`config.mk`:
```
export PLATFORM = sky130hd
export DESIGN_NAME = list_stats_collector
export DESIGN_NICKNAME = d
export VERILOG_FILES = /design/src/rtl/list_pkg.sv /design/src/rtl/rec_fifo.sv /design/src/rtl/list_stats_collector.sv
export SDC_FILE = /design/constraint.sdc
export NUM_CORES = 1
export LEC_CHECK = 0
export ABC_AREA = 1
export ABC_CLOCK_PERIOD_IN_PS = 3000
export CAP_MARGIN = 5
export CORE_ASPECT_RATIO = 0.75
export CORE_UTILIZATION = 62
export CTS_BUF_LIST = sky130_fd_sc_hd__clkbuf_4 sky130_fd_sc_hd__clkbuf_8
export DETAILED_ROUTE_END_ITERATION = 6
export HOLD_SLACK_MARGIN = 0.05
export MAX_ROUTING_LAYER = met4
export PLACE_DENSITY = 0.92
export SLEW_MARGIN = 20
export SYNTH_ARGS = -nofsm -noshare
export SYNTH_HDL_FRONTEND = slang
export SYNTH_SLANG_ARGS = --single-unit
```
`constraint.sdc`:
```
create_clock -name clk -period 3 [get_ports clk]
set_input_delay 0.45 -clock clk [delete_from_list [all_inputs] [get_ports clk]]
set_output_delay 0.45 -clock clk [all_outputs]
set_load 0.05 [all_outputs]
```
`src/rtl/list_pkg.sv`:
```
// Shared types for the list statistics collector: pointer type, output record and saturating helpers.
package list_pkg;

  localparam int unsigned n     = 16;
  localparam int unsigned Width = $clog2(n);

  typedef logic [Width-1:0] Pointer;

  typedef struct packed {
    Pointer             first;
    logic [Width:0]     len;
    logic [2*Width-1:0] sum;
  } list_rec_t;

  typedef enum logic {
    AccIdle,
    AccActive
  } acc_state_e;

  function automatic logic [Width:0] len_inc(input logic [Width:0] l);
    return (l == '1) ? l : l + 1'b1;
  endfunction

  // Extra carry bit detects wrap so the sum clamps to all-ones on a cyclic table.
  function automatic logic [2*Width-1:0] sum_add(input logic [2*Width-1:0] s, input Pointer p);
    logic [2*Width:0] t;
    t = {1'b0, s} + {{(Width+1){1'b0}}, p};
    return t[2*Width] ? '1 : t[2*Width-1:0];
  endfunction

endpackage

```
`src/rtl/rec_fifo.sv`:
```
// Synchronous record FIFO with wrapping read/write pointers and an occupancy count.
module rec_fifo
  import list_pkg::*;
#(
  parameter int unsigned DEPTH = 4
) (
  input  logic      clk,
  input  logic      rst,
  input  logic      push,
  input  logic      pop,
  input  list_rec_t wdata,
  output list_rec_t rdata,
  output logic      full,
  output logic      empty
);

  localparam int unsigned AW = $clog2(DEPTH);

  list_rec_t       mem_q [DEPTH];
  logic [AW-1:0]   wr_q, wr_d;
  logic [AW-1:0]   rd_q, rd_d;
  logic [AW:0]     cnt_q, cnt_d;
  logic            do_push, do_pop;

  assign empty   = (cnt_q == '0);
  assign full    = (cnt_q == (AW+1)'(DEPTH));
  assign do_pop  = pop & ~empty;
  // A pop in the same cycle frees a slot, so a push into a full FIFO still lands.
  assign do_push = push & (~full | do_pop);
  assign rdata   = mem_q[rd_q];

  always_comb begin
    wr_d  = wr_q;
    rd_d  = rd_q;
    cnt_d = cnt_q;
    if (do_push) wr_d = wr_q + 1'b1;
    if (do_pop)  rd_d = rd_q + 1'b1;
    case ({do_push, do_pop})
      2'b10:   cnt_d = cnt_q + 1'b1;
      2'b01:   cnt_d = cnt_q - 1'b1;
      default: cnt_d = cnt_q;
    endcase
  end

  always_ff @(posedge clk) begin
    if (rst) begin
      wr_q  <= '0;
      rd_q  <= '0;
      cnt_q <= '0;
    end else begin
      wr_q  <= wr_d;
      rd_q  <= rd_d;
      cnt_q <= cnt_d;
    end
  end

  always_ff @(posedge clk) begin
    if (do_push) mem_q[wr_q] <= wdata;
  end

endmodule

```
`src/rtl/list_stats_collector.sv`:
```
// Snoops the init sweep into a shadow next-table, accumulates {first,len,sum} per list in the
// pointer stream and queues one record per completed list; drops (and flags) when the queue is full.
module list_stats_collector
  import list_pkg::*;
#(
  parameter int unsigned N          = n,
  parameter int unsigned FIFO_DEPTH = 4
) (
  input  logic                 clk,
  input  logic                 rst,
  input  logic                 init_vld,
  input  logic [Width-1:0]     init_ptr,
  input  logic [Width-1:0]     init_ptr_next,
  input  logic [Width-1:0]     in_ptr,
  input  logic                 in_vld,
  output logic [Width-1:0]     out_first,
  output logic [Width:0]       out_len,
  output logic [2*Width-1:0]   out_sum,
  output logic                 out_vld,
  input  logic                 out_rdy,
  output logic                 overflow,
  output logic                 err_proto
);

  Pointer             tbl_q [N];
  Pointer             nxt;
  acc_state_e         state_q, state_d;
  Pointer             first_q, first_d;
  logic [Width:0]     len_q, len_d;
  logic [2*Width-1:0] sum_q, sum_d;
  logic               overflow_q, err_proto_q;
  logic               accept, rec_push, pop;
  logic               fifo_full, fifo_empty;
  list_rec_t          rec_in, rec_out;

  always_ff @(posedge clk) begin
    if (init_vld) tbl_q[init_ptr] <= init_ptr_next;
  end

  assign nxt    = tbl_q[in_ptr];
  assign accept = in_vld & (in_ptr != '0);
  assign pop    = out_vld & out_rdy;

  always_comb begin
    state_d  = state_q;
    first_d  = first_q;
    len_d    = len_q;
    sum_d    = sum_q;
    rec_push = 1'b0;
    if (accept) begin
      if (state_q == AccIdle) begin
        first_d = in_ptr;
        len_d   = (Width+1)'(1);
        sum_d   = (2*Width)'(in_ptr);
      end else begin
        len_d = len_inc(len_q);
        sum_d = sum_add(sum_q, in_ptr);
      end
      rec_push = (nxt == '0);
      state_d  = rec_push ? AccIdle : AccActive;
    end
  end

  assign rec_in = '{first: first_d, len: len_d, sum: sum_d};

  always_ff @(posedge clk) begin
    if (rst) begin
      state_q     <= AccIdle;
      first_q     <= '0;
      len_q       <= '0;
      sum_q       <= '0;
      overflow_q  <= 1'b0;
      err_proto_q <= 1'b0;
    end else begin
      state_q     <= state_d;
      first_q     <= first_d;
      len_q       <= len_d;
      sum_q       <= sum_d;
      overflow_q  <= overflow_q | (rec_push & fifo_full & ~pop);
      err_proto_q <= err_proto_q | (in_vld & (in_ptr == '0));
    end
  end

  rec_fifo #(
    .DEPTH (FIFO_DEPTH)
  ) u_fifo (
    .clk   (clk),
    .rst   (rst),
    .push  (rec_push),
    .pop   (pop),
    .wdata (rec_in),
    .rdata (rec_out),
    .full  (fifo_full),
    .empty (fifo_empty)
  );

  assign out_vld   = ~fifo_empty;
  assign out_first = rec_out.first;
  assign out_len   = rec_out.len;
  assign out_sum   = rec_out.sum;
  assign overflow  = overflow_q;
  assign err_proto = err_proto_q;

endmodule

```
==> key figures <==
Outcome
  • Status: finished with violations
  • Violated checks: design-rule violations

Clock network
  • Clk_lat worst skew: 0.44 ns
  • Setup Fix Bufs, Post-CTS: 0
  • CTS root buffer: clkbuf_8
  • Max clock buf depth: 2
  • Cts-stage hold buffer count: 0
  • Cts bufs inserted: 17
  • CTS tree: built
  • Clk slew on worst S/H paths: 0.08 ns
  • Sinks on Clock Net: 161
  • CTS resizes: 0
  • H-tree lvl count: 4

Die
  • Total Die Area: 10,900 um^2
  • Ports: 37
  • Num rows: 31
  • Initial core utilization: 65.6%
  • Die span in y: 90.7 um
  • Core ar.: 9930 um^2
  • Die W: 120 um

Timing
  • Slew headroom: 34.7%
  • Final period util: 88.7%
  • Final Max Slew Viols: 0
  • Final Hold Fails: 0
  • WHS: 0.476 ns
  • Setup Skew: 0.0101 ns
  • Actual slew at the worst max-slew pin: 0.979 ns
  • Achievable Freq: 376 MHz
  • # setup viols final: 0
  • Unrepaired setup endpoints after global routing: no
  • Minimum clock period: 2.66 ns

Global route
  • Largest net degree at the start of global routing: 35
  • Initial antenna violation count: 0
  • GR Overflow Total: 0
  • GRT Overall Usage: 27.8%
  • First-pass GRT wire length: 21,800 um
  • Number of global-route vias before repair: 4,541

Layout
  • Area Overhead vs Synth: 15.0%
  • Commonest non-fill, non-tap cell in the layout: edfxtp_1
  • Final core occ: 75.4%
  • ANT cells: 0
  • Multi-input logic area: 1690 um^2
  • Fillers: 579
  • NumNets Final: 657
  • Fraction of final layout cells with drive strength greater than 1: 11.4%
  • Commonest cells after routing, fill and taps aside: 132 x edfxtp_1, 99 x nor2_1, 85 x nand2_1, 53 x inv_1, 48 x o21ai_0
  • Storage element area: 4540 um^2

Critical path
  • Setup CP Type: in2reg
  • CP Data Arrival Time: 2.82 ns
  • Worst path required time: 3.16 ns
  • CP Max Fanout: 5
  • Crit path launch type: input port
  • CP endpoint kind: register

Pwr
  • Worst VDD drop: 739 uV
  • Leakage power: 2.78 nW
  • PD cells: 692 nW/um^2

Yosys
  • Synth Flop Type: edfxtp_1
  • Sequential share of the synthesized area: 69.8%
  • Seq cells post-synth: 161
  • Post-synth EDFFs: 132
  • Gate Count Post-Synth: 575
  • Synthesized area: 6510 um^2
  • Mean Syn Cell Area: 11.3 um^2
  • Synth unique cells: 34
  • FFs w/ async S/R, synth: 0%
  • Syn. warnings: 0
  • Net Count, Synth: 603

Flow run
  • Max Cap Viol: 0

Drt
  • Drc violations: 1
  • Post-route ant nets: 0
  • Wire length per cell: 17.9 um
  • DR vias: 4,566
  • Vias/cell: 5.90
  • Pre-antenna DRT Iters: 7
  • First DRT Iteration DRCs: 552
  • DRT Wirelength: 13,900 um

Place
  • I/O Buffers: 36
  • Final GP Congestion: 0.816
  • DP HPWL: 9150 um

Worst hold path
  • Worst hold path class: reg2reg
power breakdown:
part	switching [mW]	internal, mW	total, mW
logic	0.716	0.283	0.999
registers	0.0451	2.51	2.55
clock network	0.742	0.883	1.63
per-layer routing:
| metal | GRT usage [%] | share of wire, % | wire length (um) |
|---|---|---|---|
| met1 | 33.9 | 38 | 5260 |
| met2 | 43.8 | 49 | 6860 |
| met3 | 6.57 | 9.3 | 1290 |
| met4 | 13.4 | 3.3 | 458 |
| met5 | - | 0 | 0 |
cell type report:
| class | instances | share of cell area [%] |
|---|---|---|
| clock buffer | 17 | 3.13 |
| clock inverter | 15 | 2.31 |
| inverter | 56 | 2.81 |
| multi-input combinational | 344 | 22.6 |
| sequential | 161 | 60.7 |
| tap | 132 | 2.21 |
| timing repair buffer | 49 | 6.22 |
kinds of logic after synthesis:
logic type	share of synthesized area, %
compound gates	7.92
flops	69.8
buf+inv	4.19
xor+xnor	0.404
fa+ha+maj	2.34
simple gates	15.3
synth_stat cells (2+ instances only):
library cell	n	area share [%]
a21oi_1	19	1.5
buf_2	2	0.15
clkbuf_1	10	0.58
dfxtp_1	29	8.9
edfxtp_1	132	61
fa_1	2	0.62
ha_1	9	1.7
inv_1	53	3.1
inv_2	2	0.12
nand2_1	85	4.9
nand2_2	4	0.38
nand3_1	14	1.1
nand3_2	2	0.31
nand3b_1	4	0.46
nand4_1	3	0.29
nor2_1	99	5.7
nor2_2	4	0.38
nor3_1	16	1.2
o211ai_1	2	0.23
o21ai_0	48	3.7
o21ai_1	4	0.31
o22ai_1	17	1.6
or2_2	2	0.19
xor2_1	3	0.40
stage by stage:
stage                     TNS [ns]  instance area [um^2]  power (mW)  cells  setup slack [ns]
after CTS                        0                  7480        5.17    774             0.412
after detailed placement    -0.204                  7080        3.59    742           -0.0511
final                            0                  7480        5.18    774             0.339
after floorplan                  0                  6510        3.27    575             0.544
after global routing             0                  7480        5.34    774             0.206
after global placement           0                  7080        3.53    742             0.158
state kept, by name, indices dropped and copies added (netlist names), named ones only:
signal / flops
u_fifo.rd_q: 2
u_fifo.cnt_q: 3
len_q: 5
overflow: 1
tbl_q: 64
sum_q: 8
u_fifo.wr_q: 2
u_fifo.mem_q: 68
err_proto: 1
state_q: 1
first_q: 4
critical path, cell delays in order:
cell and delay (ns):
clkdlybuf4s50_1 0.51, ha_1 0.29, fa_1 0.42, nand2_1 0.09, inv_1 0.06, o21ai_1 0.13, nand2_1 0.08, nand2_1 0.10
nor2_1 0.07, inv_1 0.06, nor2_2 0.05, o21ai_0 0.32, nand2_1 0.18
worst paths after layout:
kind                                     start                 end  slack [ns]  depth (start not counted)
worst max-delay path                 in_ptr[0]  u_fifo.mem_q[2][0]        0.34                         13
worst min-delay path            u_fifo.rd_q[1]            register        0.48                          2
worst max register to register        sum_q[0]  u_fifo.mem_q[2][0]        0.59                         12
worst min register to register  u_fifo.rd_q[1]            register        0.48                          2
Note: power is estimated with default switching activity, not from simulation.
